`src/rtl/dcf77_frame_decoder.sv`:
```
// DCF77 pulse-train decoder feeding the time-of-day clock's load port.
// Define DCF77_PLAUSIBILITY_EN to add BCD range checks at the minute marker.
`timescale 1ns/1ps
module dcf77_frame_decoder #(
    parameter int TICKS_PER_MS = 10000,
    parameter int TIME_DIV     = 1
) (
    input  logic        clk,
    input  logic        nReset,
    input  logic        dcf_in,
    output logic [43:0] timeAndDate_Out,
    output logic        setTimeAndDate_Out,
    output logic        dcfSynced,
    output logic        frameError,
    output logic [5:0]  bitCnt
);
    // TIME_DIV compresses every ms threshold; 1 gives the real DCF77 timing
    localparam logic [11:0] T_MIN   = 12'(40 / TIME_DIV);
    localparam logic [11:0] T_ONE   = 12'(140 / TIME_DIV);
    localparam logic [11:0] T_MAXH  = 12'(260 / TIME_DIV);
    localparam logic [11:0] T_MINL  = 12'(700 / TIME_DIV);
    localparam logic [11:0] T_MARK  = 12'(1500 / TIME_DIV);
    localparam logic [11:0] T_LOSS  = 12'(2500 / TIME_DIV);
    localparam int          PW      = (TICKS_PER_MS > 1) ? $clog2(TICKS_PER_MS) : 1;
    localparam logic [PW-1:0] PRE_MAX = PW'(TICKS_PER_MS - 1);

    typedef enum logic [1:0] {HUNT, HIGH, LOW} state_t;

    logic          s1_q, s2_q, s3_q;
    logic          rise, fall, edg, tick;
    logic [PW-1:0] pre_q;
    logic [11:0]   ms_q, ms_d;
    state_t        state_q, state_d;
    logic          armed_q, armed_d;
    logic          pend_q, pend_d;
    logic [43:0]   pword_q, pword_d;
    logic [58:0]   frame_q, frame_d;
    logic [43:0]   out_q, out_d;
    logic          set_q, set_d;
    logic          sync_q, sync_d;
    logic          err_q, err_d;
    logic [5:0]    cnt_q, cnt_d;
    logic [43:0]   word;
    logic          frame_ok, plaus_ok, do_err;
    logic          unused_bits;

    assign rise = s2_q & ~s3_q;
    assign fall = ~s2_q & s3_q;
    assign edg  = rise | fall;
    assign tick = (pre_q == PRE_MAX);

    assign word = {frame_q[17], frame_q[18], frame_q[44:42],
                   frame_q[57:54], frame_q[53:50],
                   frame_q[49], frame_q[48:45],
                   frame_q[41:40], frame_q[39:36],
                   frame_q[34:33], frame_q[32:29],
                   frame_q[27:25], frame_q[24:21], 7'd0};

    // weather, call and announcement bits carry nothing for the clock
    assign unused_bits = ^{frame_q[16:1], frame_q[19]};

`ifdef DCF77_PLAUSIBILITY_EN
    assign plaus_ok = (word[10:7] <= 4'd9) && (word[13:11] <= 3'd5)
        && (word[17:14] <= 4'd9)
        && ((word[19:18] < 2'd2)
            || (word[19:18] == 2'd2 && word[17:14] <= 4'd3))
        && (word[23:20] <= 4'd9) && (word[25:20] != 6'd0)
        && ((word[25:24] < 2'd3) || (word[23:20] <= 4'd1))
        && (word[29:26] <= 4'd9) && (word[30:26] != 5'd0)
        && (!word[30] || word[29:26] <= 4'd2)
        && (word[34:31] <= 4'd9) && (word[41:39] != 3'd0);
`else
    assign plaus_ok = 1'b1;
`endif

    assign frame_ok = (cnt_q == 6'd59) && !frame_q[0] && frame_q[20]
        && !(^frame_q[28:21]) && !(^frame_q[35:29])
        && !(^frame_q[58:36]) && (frame_q[17] ^ frame_q[18])
        && plaus_ok;

    always_comb begin
        ms_d = ms_q;
        if (edg) begin
            ms_d = '0;
        end else if (tick && ms_q != 12'hFFF) begin
            ms_d = ms_q + 12'd1;
        end
    end

    always_comb begin
        state_d = state_q;
        armed_d = armed_q;
        pend_d  = pend_q;
        pword_d = pword_q;
        frame_d = frame_q;
        out_d   = out_q;
        set_d   = 1'b0;
        sync_d  = sync_q;
        err_d   = 1'b0;
        cnt_d   = cnt_q;
        do_err  = 1'b0;
        unique case (state_q)
            HUNT: begin
                if (rise) begin
                    if (armed_q) begin
                        state_d = HIGH;
                        cnt_d   = '0;
                        if (pend_q) begin
                            out_d  = pword_q;
                            set_d  = 1'b1;
                            sync_d = 1'b1;
                            pend_d = 1'b0;
                        end
                    end
                end else if (!s2_q && ms_q >= T_LOSS) begin
                    armed_d = 1'b0;
                    sync_d  = 1'b0;
                    pend_d  = 1'b0;
                end else if (!s2_q && ms_q >= T_MARK) begin
                    armed_d = 1'b1;
                end
            end
            HIGH: begin
                if (fall) begin
                    if (ms_q < T_MIN || ms_q >= T_MAXH) begin
                        do_err = 1'b1;
                    end else begin
                        frame_d[cnt_q] = (ms_q >= T_ONE);
                        cnt_d   = cnt_q + 6'd1;
                        state_d = LOW;
                    end
                end else if (ms_q >= T_MAXH) begin
                    do_err = 1'b1;
                end
            end
            LOW: begin
                if (rise) begin
                    if (ms_q < T_MINL || ms_q >= T_MARK
                        || cnt_q == 6'd59) begin
                        do_err = 1'b1;
                    end else begin
                        state_d = HIGH;
                    end
                end else if (ms_q >= T_MARK) begin
                    // a failed marker still leaves frame alignment known
                    state_d = HUNT;
                    armed_d = 1'b1;
                    if (frame_ok) begin
                        pword_d = word;
                        pend_d  = 1'b1;
                    end else begin
                        err_d  = 1'b1;
                        sync_d = 1'b0;
                    end
                end
            end
            default: state_d = HUNT;
        endcase
        if (do_err) begin
            err_d   = 1'b1;
            sync_d  = 1'b0;
            armed_d = 1'b0;
            pend_d  = 1'b0;
            state_d = HUNT;
        end
    end

    always_ff @(posedge clk or negedge nReset) begin
        if (!nReset) begin
            s1_q    <= 1'b0;
            s2_q    <= 1'b0;
            s3_q    <= 1'b0;
            pre_q   <= '0;
            ms_q    <= '0;
            state_q <= HUNT;
            armed_q <= 1'b0;
            pend_q  <= 1'b0;
            pword_q <= '0;
            frame_q <= '0;
            out_q   <= '0;
            set_q   <= 1'b0;
            sync_q  <= 1'b0;
            err_q   <= 1'b0;
            cnt_q   <= '0;
        end else begin
            s1_q    <= dcf_in;
            s2_q    <= s1_q;
            s3_q    <= s2_q;
            pre_q   <= tick ? '0 : pre_q + 1'b1;
            ms_q    <= ms_d;
            state_q <= state_d;
            armed_q <= armed_d;
            pend_q  <= pend_d;
            pword_q <= pword_d;
            frame_q <= frame_d;
            out_q   <= out_d;
            set_q   <= set_d;
            sync_q  <= sync_d;
            err_q   <= err_d;
            cnt_q   <= cnt_d;
        end
    end

    assign timeAndDate_Out    = out_q;
    assign setTimeAndDate_Out = set_q;
    assign dcfSynced          = sync_q;
    assign frameError         = err_q;
    assign bitCnt             = cnt_q;
endmodule

```
`config.mk`:
```
export PLATFORM = sky130hd
export DESIGN_NAME = dcf77_frame_decoder
export DESIGN_NICKNAME = d
export VERILOG_FILES = /design/src/rtl/dcf77_frame_decoder.sv
export SDC_FILE = /design/constraint.sdc
export NUM_CORES = 1
export LEC_CHECK = 0
export CAP_MARGIN = 5
export CORE_ASPECT_RATIO = 0.75
export CORE_MARGIN = 2
export CORE_UTILIZATION = 25
export CTS_CLUSTER_DIAMETER = 60
export DETAILED_ROUTE_END_ITERATION = 10
export SYNTH_ARGS = -nofsm -noshare
export SYNTH_HDL_FRONTEND = slang
export SYNTH_SLANG_ARGS = --single-unit
```
`constraint.sdc`:
```
create_clock -name clk -period 3.4 [get_ports clk]
set_clock_uncertainty 0.1 [all_clocks]
set_input_delay 0.68 -clock clk [delete_from_list [all_inputs] [get_ports clk]]
set_output_delay 0.68 -clock clk [all_outputs]
set_load 0.02 [all_outputs]
```
Word-level counts from Yosys, hierarchy flattened:

Cells that the tools add are included.

* eq/ne operators: 24
* multiplexer cells: 58
* add/subtract/negate cells: 3
* order comparisons: 8
* bitwise operators: 8
* reductions and logical operators: 33

Operators by type and width (count)
* $bwmux 59: 1
* $mux 1: 35
* $ne 3x3->1 const B: 9
* $mux 12: 2
* $mux 6: 4
* $ne 4x4->1 const B: 6
* $reduce_xor 23->1: 1
* $mux 2: 8
* $add 14x1->14 const B: 1
* $eq 14x14->1 const B: 1
* $mux 14: 1
* $add 12x1->12 const B: 1
* $ge 12x11->1 const B: 1
* $ge 12x12->1 const B: 1
* $ge 12x8->1 const B: 1
* $ge 12x9->1 const B: 1
* $lt 12x10->1 const B: 1
* $lt 12x6->1 const B: 1
* $ne 12x12->1 const B: 1
* $pmux 6 s2: 1
* $reduce_and 6->1: 2
* $logic_and 1x1->1: 10
* $reduce_and 5->1: 2
* $ne 2x2->1 const B: 4
* other kinds (23): 38

* word-level logic and storage cells: 149
* output and inout port bits: 53
* register bits: 175
* input bits: 3

Logic depth before layout (Yosys ltp):

Gate-level depths: netlist (run 1).

* depth in word-level cells: 12
* gate-level depth with buffers: 9

Worst setup path before layout (run 1):

No wires, ideal clock.

* path type: register -> register
* from: register ms_q[5]
* to: register frame_q[47]
* arrival: 2.320 ns
* clock period less this slack: 2.548 ns
* library setup time: 0.128 ns
* data required time: 3.172 ns
* cell stages (with the launch flop): 9
* buffers on the path: 2
* slack: 0.852 ns
* cells stage by stage: dfrtp_1 buf_6 or4_4 o31ai_4 nand4_1 or3b_1 buf_6 nor2_2 mux2_1

* word-level cells in the longest chain between the ends: 4
* elaborated cells between the ends (all ways): 7
* classes of those cells: order compare: 3; mux: 1; bitwise: 1; reduce/logical: 2

Ends and longest elaborated chain
* start, declared: RTL line 32 `logic [11:0] ms_q, ms_d;`
* start signal, assigned: RTL line 190 `ms_q <= ms_d;`
* $lt 12x6->1 / $ge 12x9->1 (equally long branches): RTL line 125 `if (ms_q < T_MIN || ms_q >= T_MAXH) begin`
* $logic_or 1x1->1: RTL line 125
* $not 1->1 (no line)
* $reduce_and 3->1 (no line)
* end signal, assigned: RTL line 195 `frame_q <= frame_d;`
* end, declared: RTL line 37 `logic [58:0] frame_q, frame_d;`

Parallel ways exist; a longest one is shown, timed or not.
A chain may end at the register's enable or synchronous reset.

Final worst setup path (run 1):

* from: register s2_q
* to: register frame_q[53]

* word-level cells in the longest chain between the ends: 3

Ends and longest elaborated chain
* start, declared: RTL line 29 `logic s1_q, s2_q, s3_q;`
* start signal, assigned: RTL line 187 `s2_q <= s1_q;`
* $not 1->1: RTL line 48 `assign fall = ~s2_q & s3_q;`
* $and 1x1->1: RTL line 48
* $reduce_and 3->1 (no line)

No other way between the ends.

==> flow_metrics.tcl, run 1 <==
set metrics [dict create \
    finalInstanceArea_mm2 0.00903 \
    arrival_ns 3.14 \
    slowest_stage "or3b_1" \
    num_vias 5011 \
    yosysWarnings 0 \
    clk_pin_slew_worst_paths_ns 0.07 \
    postPlaceCellArea_mm2 0.00843 \
    ir_drop_uv 275 \
    worstMarginPinSlew_ns 0.773 \
    syn-cell-area_mm2 0.00757 \
    synth-edff-count 0 \
    rrSetupSlack_ns 0.47 \
    fp.dieW_um 205 \
    ys_seq_area_share_pct 52.2 \
    critical-path-top-delay-family "simple AND/OR/NAND/NOR gates" \
    grt_pass1_wl_um 27300 \
    final_util_pct 30.1 \
    fin_crit_ns 2.93 \
    drtIter0Drc 330 \
    clockRootBuffer "clkbuf_16" \
    portBuffers 48 \
    slowest_delay_ns 0.61 \
    hold_viol 0 \
    seqCellArea_mm2 0.00395 \
    wl_um 16300 \
    placedCellCount 1116 \
    first_pass_iters 4 \
    cp.required_ns 3.61 \
    cp_max_fo 8 \
    cts_tree "built" \
    wire_per_inst_um 14.2 \
    ys.flop_type "dfrtp_1" \
    p_leak_nw 4.20 \
    final_cell_mix "158 x dfrtp_1, 137 x nand2_1, 51 x nor2_1" \
    max_cap_violations 0 \
    place_congestion 0.783 \
    grt_max_degree 79 \
    startpoint_type "flop" \
    reg2regPathDepth 8 \
    place_hpwl_um 11100 \
    grt_overflow_total 0 \
    drv_slew 0 \
    r2r_end "frame_q[53]$_DFFE_PN0P_" \
    async_flop_share_pct 100 \
    die_h_um 155 \
    min_period_over_period_pct 86.2 \
    hold_class "input pin to async pin" \
    drive_above_1_share_pct 14.0 \
    drc 0 \
    finalNetCount 750 \
    fill_cells 3121 \
    setup_viol 0 \
    multi_input_area_mm2 0.00336 \
    start_util_pct 25.2 \
    stdcell_count 1148 \
    die_area_mm2 0.0317 \
    power.density_mw_per_mm2 430 \
    antenna_found_initial 0 \
    cts.path.max_buffers 2 \
    crit_start "s2_q$_DFF_PN0_" \
    synth_cells 703 \
    antenna_cells 0 \
    first_global_vias 5035 \
    post_cts_buffers 0 \
    cp-end-kind "flop" \
    cts_resized 0 \
    reg2reg_from "s2_q$_DFF_PN0_" \
    syn_area_per_cell_um2 10.8 \
    ys_types 61 \
    ioPinCount 56 \
    num_rows 55 \
    finalSetupTns_ns 0 \
    ys_ff_latch 158 \
    drtAntennaViolNets 0 \
    insertion_delay_ns 0.43 \
    outcome "completed" \
    fmax_mhz 341 \
    rsz0062_at_grt "no" \
    core_area_mm2 0.0300 \
    crit_chain "inv_1, ha_1, or4b_1, a21oi_1, nand4_1, or3b_1, nor2_2, mux2_1" \
    grtUsageTotal_pct 11.0 \
    numCtsBuffers 17 \
    mostFrequentLayoutCell "dfrtp_1" \
    critPathBufInv 1 \
    synthToLayoutAreaGrowth_pct 19.2 \
    htree_num_levels 4 \
    relSlewSlack_pct 48.5 \
    clock_sink_count 158 \
    routed_via_density 4.36 \
    holdBufCountCts 0 \
    critical_path_class "flop to flop" \
]
[stage by stage]
step / hold WS, ns / power (W) / worst slack [ns]
floorplan: 0.231 / 0.00194 / 0.852
global placement: 0.236 / 0.00199 / 0.506
detailed placement: 0.240 / 0.00199 / 0.468
CTS: 0.231 / 0.00394 / 0.444
global route: 0.258 / 0.00405 / 0.232
finish: 0.201 / 0.00388 / 0.469
[final cells by class]
type	instances	share of cell area [%]
Sequential cell	158	43.8
Tap cell	399	5.53
Clock inverter	14	1.73
Inverter	11	0.457
Multi-Input combinational cell	492	37.2
Clock buffer	18	4.86
Timing Repair Buffer	56	6.42
[sequential cells by signal, indices dropped and copies added (netlist names)]
name / flops
frame_q: 42
pword_q: 37
timeAndDate_Out: 37
pre_q: 14
ms_q: 12
bitCnt: 6
state_q: 2
armed_q: 1
dcfSynced: 1
frameError: 1
pend_q: 1
s1_q: 1
s2_q: 1
s3_q: 1
setTimeAndDate_Out: 1
[worst register-to-register path: stages (launching register included)]
cell     delay [ns]
dfrtp_1        0.47
inv_1          0.09
ha_1           0.16
or4b_1         0.43
a21oi_1        0.22
nand4_1        0.20
or3b_1         0.61
nor2_2         0.19
mux2_1         0.33
[report_power, final]
part | switching (W) | total, W | internal [W]
sequential | 0.00000182 | 0.00188 | 0.00188
combinational | 0.0000553 | 0.0000658 | 0.0000104
clock | 0.000821 | 0.00194 | 0.00112
total | 0.000878 | 0.00388 | 0.00301
[worst max path at each step]
stage,endpoint,cells past startpoint
final,frame_q[53]$_DFFE_PN0P_,8
after global routing,frame_q[52]$_DFFE_PN0P_,8
after global placement,frame_q[46]$_DFFE_PN0P_,8
after floorplan,frame_q[47]$_DFFE_PN0P_,8
after CTS,frame_q[53]$_DFFE_PN0P_,8
after detailed placement,frame_q[53]$_DFFE_PN0P_,8
[synthesized netlist by cell type, drive strengths merged, types with 7 or more instances]
cell,n,area (um2)
inv,11,41.3
buf,24,151
ha,11,138
or3,8,50.1
clkbuf,24,91.3
xnor2,30,270
nor3,7,35.0
nand4,7,43.8
nand2,137,514
nand3,13,77.6
dfrtp,158,3950
mux2,79,890
nor2,67,292
xor2,17,149
a21oi,10,50.1
o21ai,13,65.1
[logic make-up after synthesis]
kind of cell / after synthesis / share of synthesized area [%]
simple gates: 286 / 18.1
flops: 158 / 52.2
mux: 80 / 11.9
buf+inv: 59 / 3.75
compound gates: 56 / 5.20
xor+xnor: 52 / 7.02
fa+ha+maj: 11 / 1.82
other cells: 1 / 0.0495
[routing by layer]
| metal | vias to the layer above | track usage, % | share of wire, % |
|---|---|---|---|
| met5 | - | 0 | 0 |
| met4 | 0 | 3.25 | 1.1 |
| met3 | 14 | 3.81 | 6.5 |
| met2 | 82 | 15.6 | 42 |
| met1 | 2480 | 15.8 | 51 |
| li1 | 2435 | - | - |
No activity file was read; power rests on OpenSTA's default activity.
==> run 2: changes to the inputs <==
--- a/config.mk
+++ b/config.mk
@@ -11,6 +11,7 @@
 export CORE_UTILIZATION = 25
 export CTS_CLUSTER_DIAMETER = 60
 export DETAILED_ROUTE_END_ITERATION = 10
+export SLEW_MARGIN = 20
 export SYNTH_ARGS = -nofsm -noshare
 export SYNTH_HDL_FRONTEND = slang
 export SYNTH_SLANG_ARGS = --single-unit
==> results of run 2 <==
Final layout, timing and power as in run 1 (identical DEF).
==> edit 1, RTL diff (flow settings as in run 1) <==
The parameter `TICKS_PER_MS` goes from 10000 to 2500.
--- a/src/rtl/dcf77_frame_decoder.sv
+++ b/src/rtl/dcf77_frame_decoder.sv
@@ -3,5 +3,5 @@
 `timescale 1ns/1ps
 module dcf77_frame_decoder #(
-    parameter int TICKS_PER_MS = 10000,
+    parameter int TICKS_PER_MS = 2500,
     parameter int TIME_DIV     = 1
 ) (
Behaviour: no difference found for any inputs over 10 cycles, from zero or initial values and one cycle with nReset low; that may be too few to reach the edited logic, so the function may still have changed.
==> edit 1 against run 1 <==
- critical path depth unchanged
- combinational power down 4.1%
- routed wire length up 2.1%
- total power down 2.3%
- sequential cell count down 2
- core utilization up 0.49 points
- count of clock-buffer cells in the layout up 1
- design area down 1.4%
- maximum frequency up 2.8%
- setup slack better by 80 ps
- area after synthesis down 2.4%
- clock power down 4%
- largest cell class unchanged
- largest power group unchanged
==> edit 1: results (changes against run 1) <==
| Step | Quantity | Value | vs run 1 |
|:---|:---|:---|:---|
| detailed routing | Vias per inst | 4.51 | +3.2% |
| critical path | Launch point of the worst reg-to-reg path | bitCnt[0] |  |
| global routing | Largest net degree at the start of global routing | 78 | -1.3% |
| outcome | Outcome | complete, no violations |  |
| placed design | Global placer's final weighted congestion | 0.813 | +3.9% |
| global routing | Overall track demand over capacity in global routing | 11.3% | +0.24 points |
| timing | Final worst slack | 550 ps | +80.2 ps |
| placed design | Port Buffers | 48 | unchanged |
| detailed routing | Via count of the routed design | 5155 | +2.9% |
| placed design | Inst Count DP | 1112 | -0.36% |
| layout | Fraction of layout cells with a size suffix above 1 | 14.8% | +0.74 points |
| critical path | Data arrival at the endpoint of the critical path | 3060 ps | -80 ps |
| detailed routing | DRT Wirelength | 16.6 mm | +2.1% |
| global routing | Wire length of the first global-routing pass | 27.7 mm | +1.2% |
| pwr | IR drop worst, VDD | 0.260 mV | -5.6% |
| global routing | Vias in the first global route | 5070 | +0.70% |
| pwr | P_leak | 4.11 nW | -2.1% |
| pwr | Reported net switching power | 865 µW | -1.5% |
| layout | # nets final | 753 | +0.40% |
| layout | Fillcell total | 2977 | -4.6% |
| placed design | Half-perimeter wire length after detailed placement | 11.3 mm | +1.9% |
| yosys | Fraction of the yosys area taken by sequential cells | 52.8% | +0.60 points |
| critical path | Endpoint of the worst-slack reg-to-reg timing path | pword_q[40] |  |
| detailed routing | First-pass detailed-route iteration total | 5 | +1 |
| placed design | Worst setup slack before clock tree synthesis | 549 ps | +81.7 ps |
| yosys | Commonest cells in the netlist | sky130_fd_sc_hd__dfrtp_1 (156), sky130_fd_sc_hd__nand2_1 (142), sky130_fd_sc_hd__mux2_2 (46), sky130_fd_sc_hd__a21oi_1 (35), sky130_fd_sc_hd__xnor2_1 (35) |  |
| placed design | Dpl cell area | 8320 µm² | -1.3% |
## edit 1: critical path, stage by stage, from the launching register on
cell,delay [ps]
sky130_fd_sc_hd__dfrtp_1,540
sky130_fd_sc_hd__ha_1,270
sky130_fd_sc_hd__nand2_1,60
sky130_fd_sc_hd__nor3_1,250
sky130_fd_sc_hd__nand4b_1,190
sky130_fd_sc_hd__nor3_1,320
sky130_fd_sc_hd__nand3_2,390
sky130_fd_sc_hd__buf_12,310
sky130_fd_sc_hd__mux2_2,280
## edit 1: worst max path at each step
stage                          from     endpoint  depth (start not counted)
final                     bitCnt[0]  pword_q[40]                          8
after global routing      bitCnt[0]  pword_q[26]                          8
after CTS                 bitCnt[0]  pword_q[26]                          8
after detailed placement  bitCnt[0]  pword_q[18]                          8
after global placement    bitCnt[0]  pword_q[30]                          8
after floorplan             ms_q[5]  frame_q[25]                          8
## edit 1: logic make-up after synthesis
kind of cell,share of synthesized area [%]
xor gates and xnor gates,7.06
buffers and inverters,3.99
other,0.0507
DFF,52.8
muxes,7.90
adders and majority gates,1.86
AOI/OAI and AO/OA,8.44
and+or+nand+nor,17.9
## edit 1: per-stage QoR
stage                     util [%]  power (mW)
after detailed placement      28.6        1.96
after global routing          30.6        3.94
after floorplan                  -        1.92
final                         30.6        3.80
after global placement        28.6        1.96
after CTS                     30.6        3.85
## edit 1: per-layer routing
| metal | global-route usage [%] | up-vias | wire (µm) |
|---|---|---|---|
| met5 | 0 | - | 0 |
| met2 | 16.7 | 104 | 7190 |
| met1 | 16.1 | 2545 | 8370 |
| li1 | - | 2495 | - |
| met4 | 4.28 | 0 | 214 |
| met3 | 2.43 | 11 | 837 |
## edit 1: cell type report
cell class / instances / area share, %
sequential: 156 / 43.8
multi-input combinational: 484 / 36.1
timing repair buffer: 67 / 7.43
tap: 392 / 5.51
clock buffer: 19 / 5.09
clock inverter: 13 / 1.48
inverter: 13 / 0.548
## edit 1: power by group through the flow
stage	clock network (mW)	registers [mW]	logic (mW)
floorplan	0	1.89	0.0217
global placement	0	1.89	0.0658
detailed placement	0	1.89	0.0667
CTS	1.93	1.86	0.0668
global route	2.01	1.86	0.0745
finish	1.87	1.86	0.0631
==> edit 2, RTL diff (settings of run 1) <==
Without the edit above. The 3 states of `state_t` get a one-hot encoding in 3 bits.
--- a/src/rtl/dcf77_frame_decoder.sv
+++ b/src/rtl/dcf77_frame_decoder.sv
@@ -25,5 +25,5 @@
     localparam logic [PW-1:0] PRE_MAX = PW'(TICKS_PER_MS - 1);
 
-    typedef enum logic [1:0] {HUNT, HIGH, LOW} state_t;
+    typedef enum logic [2:0] {HUNT = 3'b001, HIGH = 3'b010, LOW = 3'b100} state_t;
 
     logic          s1_q, s2_q, s3_q;
Formal check against the unedited RTL: no difference found for any inputs over 10 cycles, from zero or initial values and one cycle with nReset low; not proved beyond that.
==> edit 2 against run 1 <==
- setup slack improved by 59 ps
- routed wire length fell by 1.2%
- area after synthesis barely moved
- highest routed layer unchanged
- design area rose by 0.65%
- die area barely moved
- total power rose by 2.0%
- synthesized cell count rose by 0.57%
- sequential cell count rose by 1
- critical endpoint is now frame_q[51]
==> edit 2: results (changes against run 1) <==
| Step | Quantity | Value | vs run 1 |
|:---|:---|:---|:---|
| detailed routing | DRT Wirelength | 16.1 mm | -1.2% |
| pwr | P_leak | 4.28 nW | +1.9% |
| detailed routing | First-pass detailed-route iteration total | 4 | unchanged |
| placed design | Global placer's final weighted congestion | 0.822 | +5.0% |
| layout | # nets final | 759 | +1.2% |
| placed design | Half-perimeter wire length after detailed placement | 11.3 mm | +1.3% |
| yosys | FFs w/ async S/R, synth | 100% | unchanged |
| placed design | Port Buffers | 48 | unchanged |
| outcome | Outcome | complete, no violations |  |
| yosys | Fraction of the yosys area taken by sequential cells | 52.5% | +0.33 points |
| yosys | Number of warnings issued by yosys | 0 | unchanged |
| global routing | Overall track demand over capacity in global routing | 10.7% | -0.32 points |
| critical path | Data arrival at the endpoint of the critical path | 3070 ps | -70 ps |
| yosys | Post-synth cell types | 60 | -1.6% |
| timing | Measured slew at the worst slew-check pin | 862 ps | +89.3 ps |
| yosys | Commonest cells in the netlist | sky130_fd_sc_hd__dfrtp_1 (158), sky130_fd_sc_hd__nand2_1 (155), sky130_fd_sc_hd__mux2_1 (79), sky130_fd_sc_hd__nor2_1 (41), sky130_fd_sc_hd__xnor2_1 (30) |  |
| layout | Fillcell total | 3135 | +0.45% |
| clocking | Clock latency at the later pin of the worst-skew pair | 430 ps | about the same |
| global routing | Vias in the first global route | 5017 | -0.36% |
| detailed routing | Via count of the routed design | 5125 | +2.3% |
| placed design | Worst setup slack before clock tree synthesis | 573 ps | +105 ps |
| yosys | Biggest area contributors in the synthesized netlist | sky130_fd_sc_hd__dfrtp_1 (52%), sky130_fd_sc_hd__mux2_1 (12%), sky130_fd_sc_hd__nand2_1 (7.7%) |  |
| clocking | Clock-pin transition on the worst setup and hold timing paths | 60 ps |  |
| global routing | Wire length of the first global-routing pass | 26.8 mm | -1.8% |
| layout | Fraction of layout cells with a size suffix above 1 | 9.57% | -4.5 points |
| hold path | Hold crit path type | in2async |  |
| detailed routing | Number of design-rule violations left by the first detailed-router iteration | 363 | +10% |
| clocking | Total CTS buffers | 17 | unchanged |
| clocking | Post-cts resize count | 0 | unchanged |
| layout | Top reg by flops | frame_q |  |
| layout | Flip-flop count of the largest register after layout | 42 | unchanged |
| critical path | Largest fanout of any net on the critical path | 8 | unchanged |
| clocking | Post CTS Setup Buffer Count | 0 | unchanged |
| pwr | Reported net switching power | 880 µW | +0.23% |
| global routing | Antenna violations before repair | 0 | unchanged |
| pwr | IR drop worst, VDD | 0.333 mV | +21% |
| layout | Count of inserted antenna diode cells | 0 | unchanged |
| global routing | Largest net degree at the start of global routing | 72 | -8.9% |
| clocking | CTS root buffer | sky130_fd_sc_hd__clkbuf_16 |  |
| clocking | H-tree lvl count | 4 | unchanged |
| clocking | CTS max path bufs | 2 | unchanged |
## edit 2: cell types whose count changed after synthesis, sizes merged, moves of 4 or more
cell            run 1  this run
o2111ai             6         2
buf                24        18
nand2             137       155
a211oi              5         1
nor2               67        55
or2                 5         1
nor3b               1         5
nor3                7        12
or3                 8         4
nand2b              2         7
ha                 11         6
## edit 2: power by group through the flow
stage / registers [mW] / clock network (mW) / logic [mW]
floorplan: 1.93 / 0 / 0.0247
global placement: 1.93 / 0 / 0.0668
detailed placement: 1.93 / 0 / 0.0661
CTS: 1.89 / 2.06 / 0.0663
global route: 1.89 / 2.14 / 0.0741
finish: 1.89 / 2.00 / 0.0627
## edit 2: final cells by class
cell class              count  area, µm²  area share [%]
repair buffers             62        599            6.60
inverters                  12       45.0           0.496
flip-flops and latches    159       3980            43.8
multi-input cells         498       3340            36.8
well taps                 399        499            5.49
clock inverters            15        196            2.16
clock buffers              17        425            4.68
## edit 2: per-stage QoR
step | cell area, µm² | hold slack (ps) | cells
after detailed placement | 8470 | 236 | 1130
after global placement | 8470 | 237 | 1130
after floorplan | 7600 | 231 | 713
after global routing | 9090 | 210 | 1162
final | 9090 | 165 | 1162
after CTS | 9090 | 188 | 1162
## edit 2: final timing paths
kind | from | endpoint | slack (ps) | depth (start not counted)
min in group clk | s1_q | s2_q | 250 | 0
worst min-delay path | nReset | timeAndDate_Out[30] | 160 | 1
worst min register to register | s1_q | s2_q | 250 | 0
worst max-delay path | ms_q[4] | frame_q[51] | 530 | 6
worst max register to register | ms_q[4] | frame_q[51] | 530 | 6
max in group asynchronous | nReset | state_q[0] | 2120 | 2
## edit 2: kinds of logic after synthesis
group	after synthesis	synth area share, %
adder cells (fa/ha/maj)	6	0.991
flip-flops	159	52.5
buffers and inverters	56	3.67
other	1	0.0495
AND/OR/NAND/NOR	304	19.6
XOR/XNOR	52	6.92
AO/OA/AOI/OAI	49	4.34
multiplexers	80	11.9
## edit 2: critical path, stage by stage (launching register included)
cell	delay, ps
sky130_fd_sc_hd__dfrtp_1	460
sky130_fd_sc_hd__or4_4	590
sky130_fd_sc_hd__o31ai_4	230
sky130_fd_sc_hd__nand4_2	160
sky130_fd_sc_hd__or4_1	680
sky130_fd_sc_hd__nor2_2	190
sky130_fd_sc_hd__mux2_1	330
## edit 2: metal layers
layer  global-route usage (%)  share of wire [%]
met4                     2.06               0.54
met3                     4.28                6.2
met2                     14.8                 41
met1                     15.7                 52
met5                        0                  0
